--- src/rtl/dodge_game_core.sv ---
// -----------------------------------------------------------------------------
// dodge_game_core
//
// Purpose: the game engine for the falling-bar dodge game. A bar with a gap
// HOLE_W columns wide falls through ROWS rows. The player steers left and
// right and must be inside the gap when the bar reaches the bottom row. A
// safe pass bumps bars_cleared. A miss costs a life. Play starts from IDLE
// on start. Losing the last life parks the engine in OVER until the next
// start. Gap placement comes from a free-running 16-bit Fibonacci LFSR that
// is folded into the legal range 0..COLS-HOLE_W.
//
// Optional feature (macro DODGE_SPEEDUP_EN): every 8th safe clear shortens
// the bar-step divisor by one, down to a floor of 1. Without the macro the
// divisor is the constant STEP_DIV and no divisor register exists.
//
// Ports:
//   gameclk      in   sole clock
//   clr          in   asynchronous active-high reset
//   game_tick    in   one-cycle game-step enable
//   score_tick   in   one-cycle score enable
//   start        in   start/restart pulse (ignored while playing)
//   move_left    in   move player one column left (pulse)
//   move_right   in   move player one column right (pulse)
//   barpos       out  current bar row
//   holepos      out  leftmost gap column
//   plrpos       out  player column
//   lives        out  remaining lives
//   timealive    out  survival score, saturating
//   game_over    out  high in OVER
//   hit          out  one-cycle pulse per life lost
//   bars_cleared out  safe passes, saturating at 255
// -----------------------------------------------------------------------------
module dodge_game_core #(
    parameter int          COLS     = 16,
    parameter int          ROWS     = 12,
    parameter int          HOLE_W   = 3,
    parameter int          LIVES    = 3,
    parameter int          STEP_DIV = 1,
    parameter int          TIME_W   = 16,
    parameter logic [15:0] SEED     = 16'hACE1
) (
    input  logic                        gameclk,
    input  logic                        clr,
    input  logic                        game_tick,
    input  logic                        score_tick,
    input  logic                        start,
    input  logic                        move_left,
    input  logic                        move_right,
    output logic [$clog2(ROWS)-1:0]     barpos,
    output logic [$clog2(COLS)-1:0]     holepos,
    output logic [$clog2(COLS)-1:0]     plrpos,
    output logic [$clog2(LIVES+1)-1:0]  lives,
    output logic [TIME_W-1:0]           timealive,
    output logic                        game_over,
    output logic                        hit,
    output logic [7:0]                  bars_cleared
);

    localparam int CW = $clog2(COLS);
    localparam int RW = $clog2(ROWS);
    localparam int LW = $clog2(LIVES + 1);
    localparam int DW = $clog2(STEP_DIV + 1);

    localparam logic [CW-1:0] MAXH       = CW'(COLS - HOLE_W);
    localparam logic [CW-1:0] HOLE_SZ    = CW'(HOLE_W);
    localparam logic [CW-1:0] PLR_INIT   = CW'(COLS / 2);
    localparam logic [CW-1:0] COL_MAX    = CW'(COLS - 1);
    localparam logic [RW-1:0] ROW_MAX    = RW'(ROWS - 1);
    localparam logic [LW-1:0] LIVES_INIT = LW'(LIVES);
    localparam logic [DW-1:0] DIV_INIT   = DW'(STEP_DIV);

    typedef enum logic [1:0] {
        ST_IDLE = 2'd0,
        ST_PLAY = 2'd1,
        ST_OVER = 2'd2
    } state_t;

    // Map the low LFSR bits onto 0..MAXH. Values past MAXH wrap to the
    // bottom of the range, which keeps the gap fully on the playfield.
    function automatic logic [CW-1:0] fold(input logic [CW-1:0] c);
        if (c <= MAXH) begin
            return c;
        end
        return c - (MAXH + CW'(1));
    endfunction

    function automatic logic [TIME_W-1:0] sat_inc_time(input logic [TIME_W-1:0] v);
        return (&v) ? v : v + TIME_W'(1);
    endfunction

    function automatic logic [7:0] sat_inc_bars(input logic [7:0] v);
        return (&v) ? v : v + 8'd1;
    endfunction

    state_t          state_q, state_d;
    logic [RW-1:0]   barpos_q, barpos_d;
    logic [CW-1:0]   holepos_q, holepos_d;
    logic [CW-1:0]   plrpos_q, plrpos_d;
    logic [LW-1:0]   lives_q, lives_d;
    logic [TIME_W-1:0] timealive_q, timealive_d;
    logic            hit_q, hit_d;
    logic [7:0]      bars_cleared_q, bars_cleared_d;
    logic [DW-1:0]   cnt_q, cnt_d;
    logic [15:0]     lfsr_q, lfsr_d;
    logic [DW-1:0]   div_cur;
    logic            safe;

`ifdef DODGE_SPEEDUP_EN
    logic [DW-1:0]   div_q, div_d;
    assign div_cur = div_q;
`else
    assign div_cur = DIV_INIT;
`endif

    // The player is judged against the position held before the evaluating
    // edge, so a move on that same cycle lands after the verdict.
    assign safe = (plrpos_q >= holepos_q) && ((plrpos_q - holepos_q) < HOLE_SZ);

    always_comb begin
        state_d        = state_q;
        barpos_d       = barpos_q;
        holepos_d      = holepos_q;
        plrpos_d       = plrpos_q;
        lives_d        = lives_q;
        timealive_d    = timealive_q;
        hit_d          = 1'b0;
        bars_cleared_d = bars_cleared_q;
        cnt_d          = cnt_q;
        lfsr_d         = {lfsr_q[14:0], lfsr_q[15] ^ lfsr_q[13] ^ lfsr_q[12] ^ lfsr_q[10]};
`ifdef DODGE_SPEEDUP_EN
        div_d          = div_q;
`endif

        case (state_q)
            ST_IDLE, ST_OVER: begin
                if (start) begin
                    state_d        = ST_PLAY;
                    lives_d        = LIVES_INIT;
                    barpos_d       = '0;
                    plrpos_d       = PLR_INIT;
                    timealive_d    = '0;
                    bars_cleared_d = '0;
                    cnt_d          = '0;
                    holepos_d      = fold(lfsr_q[CW-1:0]);
`ifdef DODGE_SPEEDUP_EN
                    div_d          = DIV_INIT;
`endif
                end
            end

            ST_PLAY: begin
                if (game_tick) begin
                    if (cnt_q == div_cur - DW'(1)) begin
                        cnt_d = '0;
                        if (barpos_q < ROW_MAX) begin
                            barpos_d = barpos_q + RW'(1);
                        end else begin
                            barpos_d  = '0;
                            holepos_d = fold(lfsr_q[CW-1:0]);
                            if (safe) begin
                                bars_cleared_d = sat_inc_bars(bars_cleared_q);
`ifdef DODGE_SPEEDUP_EN
                                // Low three bits about to wrap: an 8th clear.
                                if ((bars_cleared_q != 8'hFF) && (bars_cleared_q[2:0] == 3'd7)
                                    && (div_q > DW'(1))) begin
                                    div_d = div_q - DW'(1);
                                end
`endif
                            end else begin
                                lives_d = lives_q - LW'(1);
                                hit_d   = 1'b1;
                                if (lives_q == LW'(1)) begin
                                    state_d = ST_OVER;
                                end
                            end
                        end
                    end else begin
                        cnt_d = cnt_q + DW'(1);
                    end
                end

                if (score_tick) begin
                    timealive_d = sat_inc_time(timealive_q);
                end

                if (move_left && !move_right) begin
                    if (plrpos_q != '0) begin
                        plrpos_d = plrpos_q - CW'(1);
                    end
                end else if (move_right && !move_left) begin
                    if (plrpos_q != COL_MAX) begin
                        plrpos_d = plrpos_q + CW'(1);
                    end
                end
            end

            default: begin
                state_d = ST_IDLE;
            end
        endcase
    end

    always_ff @(posedge gameclk or posedge clr) begin
        if (clr) begin
            state_q        <= ST_IDLE;
            barpos_q       <= '0;
            holepos_q      <= fold(SEED[CW-1:0]);
            plrpos_q       <= PLR_INIT;
            lives_q        <= LIVES_INIT;
            timealive_q    <= '0;
            hit_q          <= 1'b0;
            bars_cleared_q <= '0;
            cnt_q          <= '0;
            lfsr_q         <= SEED;
`ifdef DODGE_SPEEDUP_EN
            div_q          <= DIV_INIT;
`endif
        end else begin
            state_q        <= state_d;
            barpos_q       <= barpos_d;
            holepos_q      <= holepos_d;
            plrpos_q       <= plrpos_d;
            lives_q        <= lives_d;
            timealive_q    <= timealive_d;
            hit_q          <= hit_d;
            bars_cleared_q <= bars_cleared_d;
            cnt_q          <= cnt_d;
            lfsr_q         <= lfsr_d;
`ifdef DODGE_SPEEDUP_EN
            div_q          <= div_d;
`endif
        end
    end

    assign barpos       = barpos_q;
    assign holepos      = holepos_q;
    assign plrpos       = plrpos_q;
    assign lives        = lives_q;
    assign timealive    = timealive_q;
    assign game_over    = (state_q == ST_OVER);
    assign hit          = hit_q;
    assign bars_cleared = bars_cleared_q;

endmodule

--- config.mk ---
export PLATFORM = sky130hd
export DESIGN_NAME = dodge_game_core
export DESIGN_NICKNAME = d
export VERILOG_FILES = /design/src/rtl/dodge_game_core.sv
export SDC_FILE = /design/constraint.sdc
export NUM_CORES = 1
export LEC_CHECK = 0
export CAP_MARGIN = 20
export CORE_ASPECT_RATIO = 0.7
export CORE_MARGIN = 5
export CORE_UTILIZATION = 38
export DETAILED_ROUTE_END_ITERATION = 12
export MAX_ROUTING_LAYER = met4
export PLACE_DENSITY = 0.66
export SYNTH_ARGS = -nofsm -noshare
export SYNTH_HDL_FRONTEND = slang
export SYNTH_SLANG_ARGS = --single-unit
--- constraint.sdc ---
create_clock -name gameclk -period 2.2 [get_ports gameclk]
set_clock_uncertainty 0.1 [all_clocks]
set_input_delay 0.33 -clock gameclk [delete_from_list [all_inputs] [get_ports gameclk]]
set_output_delay 0.33 -clock gameclk [all_outputs]
set_load 0.005 [all_outputs]
**After elaboration in Yosys (flattened, before gate mapping)**

Cells that the tools add are included.

- Bits in registers: 58
- Bits of input ports: 7
- Output and inout bits: 40
- Word-level logic and storage cells: 121

- Add/sub/neg operators: 9
- $lt $le $gt $ge: 4
- Eq/ne operators: 17
- Muxes and demuxes: 59
- Bitwise operators: 3
- Reduce and logical (&&, ||, !) cells: 19

Operators with widths:

| kind | count |
|---|---|
| $mux 4 | 16 |
| $mux 16 | 3 |
| $mux 8 | 6 |
| $pmux 16 s2 | 1 |
| $pmux 4 s2 | 3 |
| $mux 2 | 11 |
| $ne 2x2->1 const B | 10 |
| $add 16x1->16 const B | 1 |
| $pmux 8 s2 | 1 |
| $reduce_and 16->1 | 1 |
| $mux 1 | 15 |
| $reduce_and 6->1 | 2 |
| $reduce_and 5->1 | 2 |
| $ne 3x3->1 const B | 3 |
| $add 4x1->4 const B | 2 |
| $add 8x1->8 const B | 1 |
| $pmux 2 s2 | 2 |
| $reduce_and 4->1 | 2 |
| $reduce_and 8->1 | 1 |
| $reduce_and 7->1 | 1 |
| $eq 2x1->1 const B | 2 |
| $ge 4x4->1 | 1 |
| $le 4x4->1 const B | 1 |
| $lt 4x2->1 const B | 1 |
| 17 further kinds | 22 |

**Depth between registers and ports, before layout**

- Depth after elaboration: 11
- Gate-level depth with buffers: 11

**Worst setup path before layout**

No wires, ideal clock.

- Kind: reg2reg
- From: register plrpos_q[0], in the netlist plrpos[0]
- To: register bars_cleared_q[3], in the netlist bars_cleared[3]
- Setup time: 0.119 ns
- Arrival time: 2.209 ns
- Path slack: -0.228 ns
- Cell stages (with the launch flop): 12
- Buffers on the path: 1
- Period minus slack after synthesis: 2.428 ns
- Cell sequence: dfrtp_1 > inv_1 > ha_1 > inv_1 > fa_1 > a211o_2 > o2111ai_1 > o311a_1 > o21a_4 > buf_6 > nor4_2 > o21a_1

- Cells in the longest elaborated chain, start to end: 5
- Elaborated cells on any way between the ends: 6
- Those cells by class: add/sub: 1; order compare: 2; eq/ne: 1; reduce/logical: 2

RTL lines:

| item | line | text |
|---|---|---|
| start, declared | 98 | `logic [CW-1:0] plrpos_q, plrpos_d;` |
| start signal, assigned | 222 | `plrpos_q <= plrpos_d;` |
| $sub 4x4->4 | 117 | `assign safe = (plrpos_q >= holepos_q) && ((plrpos_q - holepos_q) < HOLE_SZ);` |
| $lt 4x2->1 | 117 |  |
| $logic_and 1x1->1 (*) | 117 |  |
| $ne 2x2->1 (no source line) (*) | - |  |
| $reduce_and 7->1 (no source line) (*) | - |  |
| end signal, assigned | 226 | `bars_cleared_q <= bars_cleared_d;` |
| end, declared | 102 | `logic [7:0] bars_cleared_q, bars_cleared_d;` |

Every way passes the cells marked *; elsewhere a longest branch is shown, timed or not.
A chain may end at the register's enable or synchronous reset.

**Worst setup path in the final report**

- From: register holepos_q[0], in the netlist holepos[0]
- To: register bars_cleared_q[3], in the netlist bars_cleared[3]

- Cells in the longest elaborated chain, start to end: 5
- Elaborated cells on any way between the ends: 6
- Those cells by class: add/sub: 1; order compare: 2; eq/ne: 1; reduce/logical: 2

RTL lines:

| item | line | text |
|---|---|---|
| start, declared | 97 | `logic [CW-1:0] holepos_q, holepos_d;` |
| start signal, assigned | 207 | `holepos_q <= fold(SEED[CW-1:0]);` |
| start signal, assigned | 221 | `holepos_q <= holepos_d;` |
| $sub 4x4->4 | 117 |  |
| $lt 4x2->1 | 117 |  |
| $logic_and 1x1->1 (*) | 117 |  |
| $ne 2x2->1 (no source line) (*) | - |  |
| $reduce_and 7->1 (no source line) (*) | - |  |

Marked as above.

==> reports/results.tsv <==
metric	value	unit
chip height	82.1	um
Leakage	1.73	nW
Hold Path Stages	0	
vias in the first global route	2240	
worst setup margin	-158	ps
top post-synthesis cells by area	dfrtp_1, dfstp_2, ha_1	
GRT Overall Usage	0.158	
CTS tree	yes	
RR Endpoint	bars_cleared[3]	
critical path class	reg2reg	
startpoint type of the worst setup path	flop	
nets	370	
total gr overflow	0	
Ant. Diodes	0	
Starting Density	0.389	
worst hold path class	reg2reg	
RSZ-0062 raised after global routing	yes	
Net Sw Frac	0.334	
WL/cell	14.7	um
number of CTS-inserted buffers	9	
PD cells	1110	nW/um2
Logic pwr share	0.414	
Max-slew headroom	0.733	
cell depth of the worst flop-to-flop path	9	
drt initial violations	66	
Cell Area, Synth	2820	um2
CP Capture Type	flop	
Clock Power Share	0.263	
reg2reg setup slack	-160	ps
Avg Cell Area, Syn	10.7	um2
# port buffers	46	
first-pass GRT wire length	11000	um
crit share post-route	1.07	
Final HPWL DP	4500	um
H-Tree Depth	3	
outcome	finished with violations	
WHS Endpoint	lfsr_q[9]	
root buffer cell	clkbuf_8	
Synth cell types	51	
final hold viol count	0	
area fraction of the dominant cell type after synthesis	0.399	
max-cap violations	0	
Switching Power	1.48	mW
Pint	2.95	mW
Vias	2292	
largest net degree at the start of global routing	58	
hold_sp	lfsr_q[8]	
ys flop type	dfrtp_1	
core region area	7250	um2
Worst VDD drop	0.000475	V
worst-skew pair later-pin latency	330	ps
final setup fails	13	
sequential share of the synthesized area	0.511	
DRC	0	
Total Routed Length	6650	um
Max Slew Vio Count	0	
Detail Route Antenna Nets	0	
Clk pin slew, worst setup/hold paths	70	ps
worst slew pin tran	397	ps
share of total power in sequential cells	0.323	
antenna violations before repair	0	
layout cells sized above 1	0.263	
Final Instance Area	3990	um2
number of placement rows	26	
Post-Syn Nets	285	
via/cell ratio	5.07	
failing checks	setup timing	
area leader, netlist	dfrtp_1	
ys async rst share	1.00	
Final min period	2360	ps
Ys Warns	0	
required time worst endpoint	2320	ps
Crit path arrival time	2480	ps
RR Startpoint	holepos[0]	
Mapped Cells	264	
area grow syn2layout	41.3	%
CP Max Fanout	8	
die area	9270	um2
dpl cell area	3630	um2
Hold WS	253	ps
Max Freq	424	MHz
RD Place Congestion	0.772	
CTS Buffer Depth	2	
detailed-router iteration count before antenna repair	4	
Die X	113	um
# IOs	47	
clk sinks	57	
Post-synth EDFFs	0	
flops & latches, synth	57	
==> per-layer routing <==
metal / vias to the layer above / part of all wire / global-route usage
li1: 1111 / - / -
met1: 1135 / 0.53 / 0.216
met2: 40 / 0.43 / 0.222
met3: 6 / 0.041 / 0.0574
met4: 0 / 0.0054 / 0.0432
met5: - / 0 / -
==> cell usage in the layout, fill, tap and decap left out, drive strengths merged, types with 2 or more instances in the layout <==
| cell | netlist | final |
|---|---|---|
| inv | 14 | 14 |
| o21ai | 23 | 23 |
| nand3b | 2 | 2 |
| clkinv | 0 | 2 |
| clkdlybuf4s50 | 0 | 46 |
| nand4 | 5 | 5 |
| nand2b | 2 | 2 |
| a41o | 2 | 2 |
| buf | 3 | 33 |
| xnor2 | 12 | 12 |
| xor2 | 6 | 6 |
| and3 | 9 | 9 |
| and4 | 3 | 3 |
| o21a | 5 | 6 |
| bufinv | 0 | 3 |
| mux2 | 2 | 2 |
| and2 | 3 | 3 |
| nand2 | 23 | 23 |
| nor3 | 2 | 2 |
| dfrtp | 45 | 45 |
| o31ai | 2 | 2 |
| fa | 2 | 2 |
| nor2b | 4 | 4 |
| ha | 12 | 12 |
| a21oi | 12 | 12 |
| nor2 | 19 | 19 |
| or3 | 10 | 10 |
| dfstp | 12 | 12 |
| clkbuf | 3 | 10 |
| nand3 | 8 | 8 |
| o2111ai | 2 | 2 |
==> final cells by class <==
cell class / count / area, um2
Clock buffer: 10 / 128
Clock inverter: 6 / 108
Fill cell: 647 / 3270
Inverter: 14 / 52.6
Multi-Input combinational cell: 188 / 1410
Sequential cell: 57 / 1440
Tap cell: 98 / 123
Timing Repair Buffer: 79 / 721
==> power by group through the flow <==
stage	registers, mW	logic (mW)	clock network (mW)
after detailed placement	1.44	1.58	0
after floorplan	1.45	0.829	0
final	1.43	1.84	1.16
after global routing	1.45	2.02	1.25
after CTS	1.43	1.79	1.20
after global placement	1.43	1.54	0
==> flip-flops by register name, indices dropped and copies added, names as in the netlist <==
name,count
barpos,4
bars_cleared,8
hit,1
holepos,4
lfsr_q,16
lives,2
plrpos,4
state_q,2
timealive,16
==> through the flow <==
stage,utilization,power [mW],setup slack (ps),TNS (ps),cells
global route,0.550,4.72,-218,-2280,452
floorplan,-,2.28,-118,-814,264
CTS,0.545,4.42,-148,-1280,450
global placement,0.500,2.97,-99.2,-924,431
finish,0.550,4.43,-158,-1420,452
detailed placement,0.500,3.01,-156,-1540,431
==> critical path, stage by stage, from the launching register on <==
cell and delay [ps]:
dfstp_2 550, ha_4 130, inv_2 30, fa_2 360
a211o_2 290, o2111ai_2 90, o311a_4 260, o21a_4 200
nor4_2 60, o21a_1 160
==> cells by family after synthesis <==
family / after synthesis / share of synthesized area
AOI/OAI and AO/OA: 60 / 0.150
muxes: 2 / 0.00799
buffers and inverters: 20 / 0.0302
adders and majority gates: 14 / 0.0674
and+or+nand+nor: 93 / 0.178
xor gates and xnor gates: 18 / 0.0559
DFF: 57 / 0.511
==> cell usage after synthesis, types with 3 or more instances <==
| library cell | n |
|---|---|
| nand4_1 | 5 |
| ha_1 | 12 |
| xor2_1 | 6 |
| nor2b_1 | 3 |
| and4_1 | 3 |
| inv_1 | 14 |
| nor2_1 | 19 |
| or3_1 | 10 |
| dfrtp_1 | 45 |
| a21oi_1 | 10 |
| o21a_1 | 4 |
| xnor2_1 | 12 |
| dfstp_2 | 12 |
| o21ai_0 | 22 |
| nand2_1 | 23 |
| clkbuf_1 | 3 |
| nand3_1 | 8 |
| and2_1 | 3 |
| and3_1 | 7 |
==> how the worst max path moves through the flow <==
| stage | start | end | cells after the start | slack, ps |
|---|---|---|---|---|
| 4_1_cts | holepos[0] | lives[1] | 9 | -150 |
| 5_1_grt | holepos[0] | bars_cleared[3] | 9 | -220 |
| 6_report | holepos[0] | bars_cleared[3] | 9 | -160 |
| 3_5_place_dp | holepos[0] | state_q[0] | 8 | -160 |
| 2_1_floorplan | holepos[0] | bars_cleared[3] | 10 | -120 |
| 3_3_place_gp | holepos[0] | lives[1] | 9 | -100 |
==> what timing repair did <==
item,in CTS,in global routing
endpoints found under the setup margin,13,13
pin swaps,10,7
hold buffers,0,0
gates resized for setup,17,6
cloned,1,0
buffers inserted,2,2
Note: power is estimated with default switching activity, not from simulation.
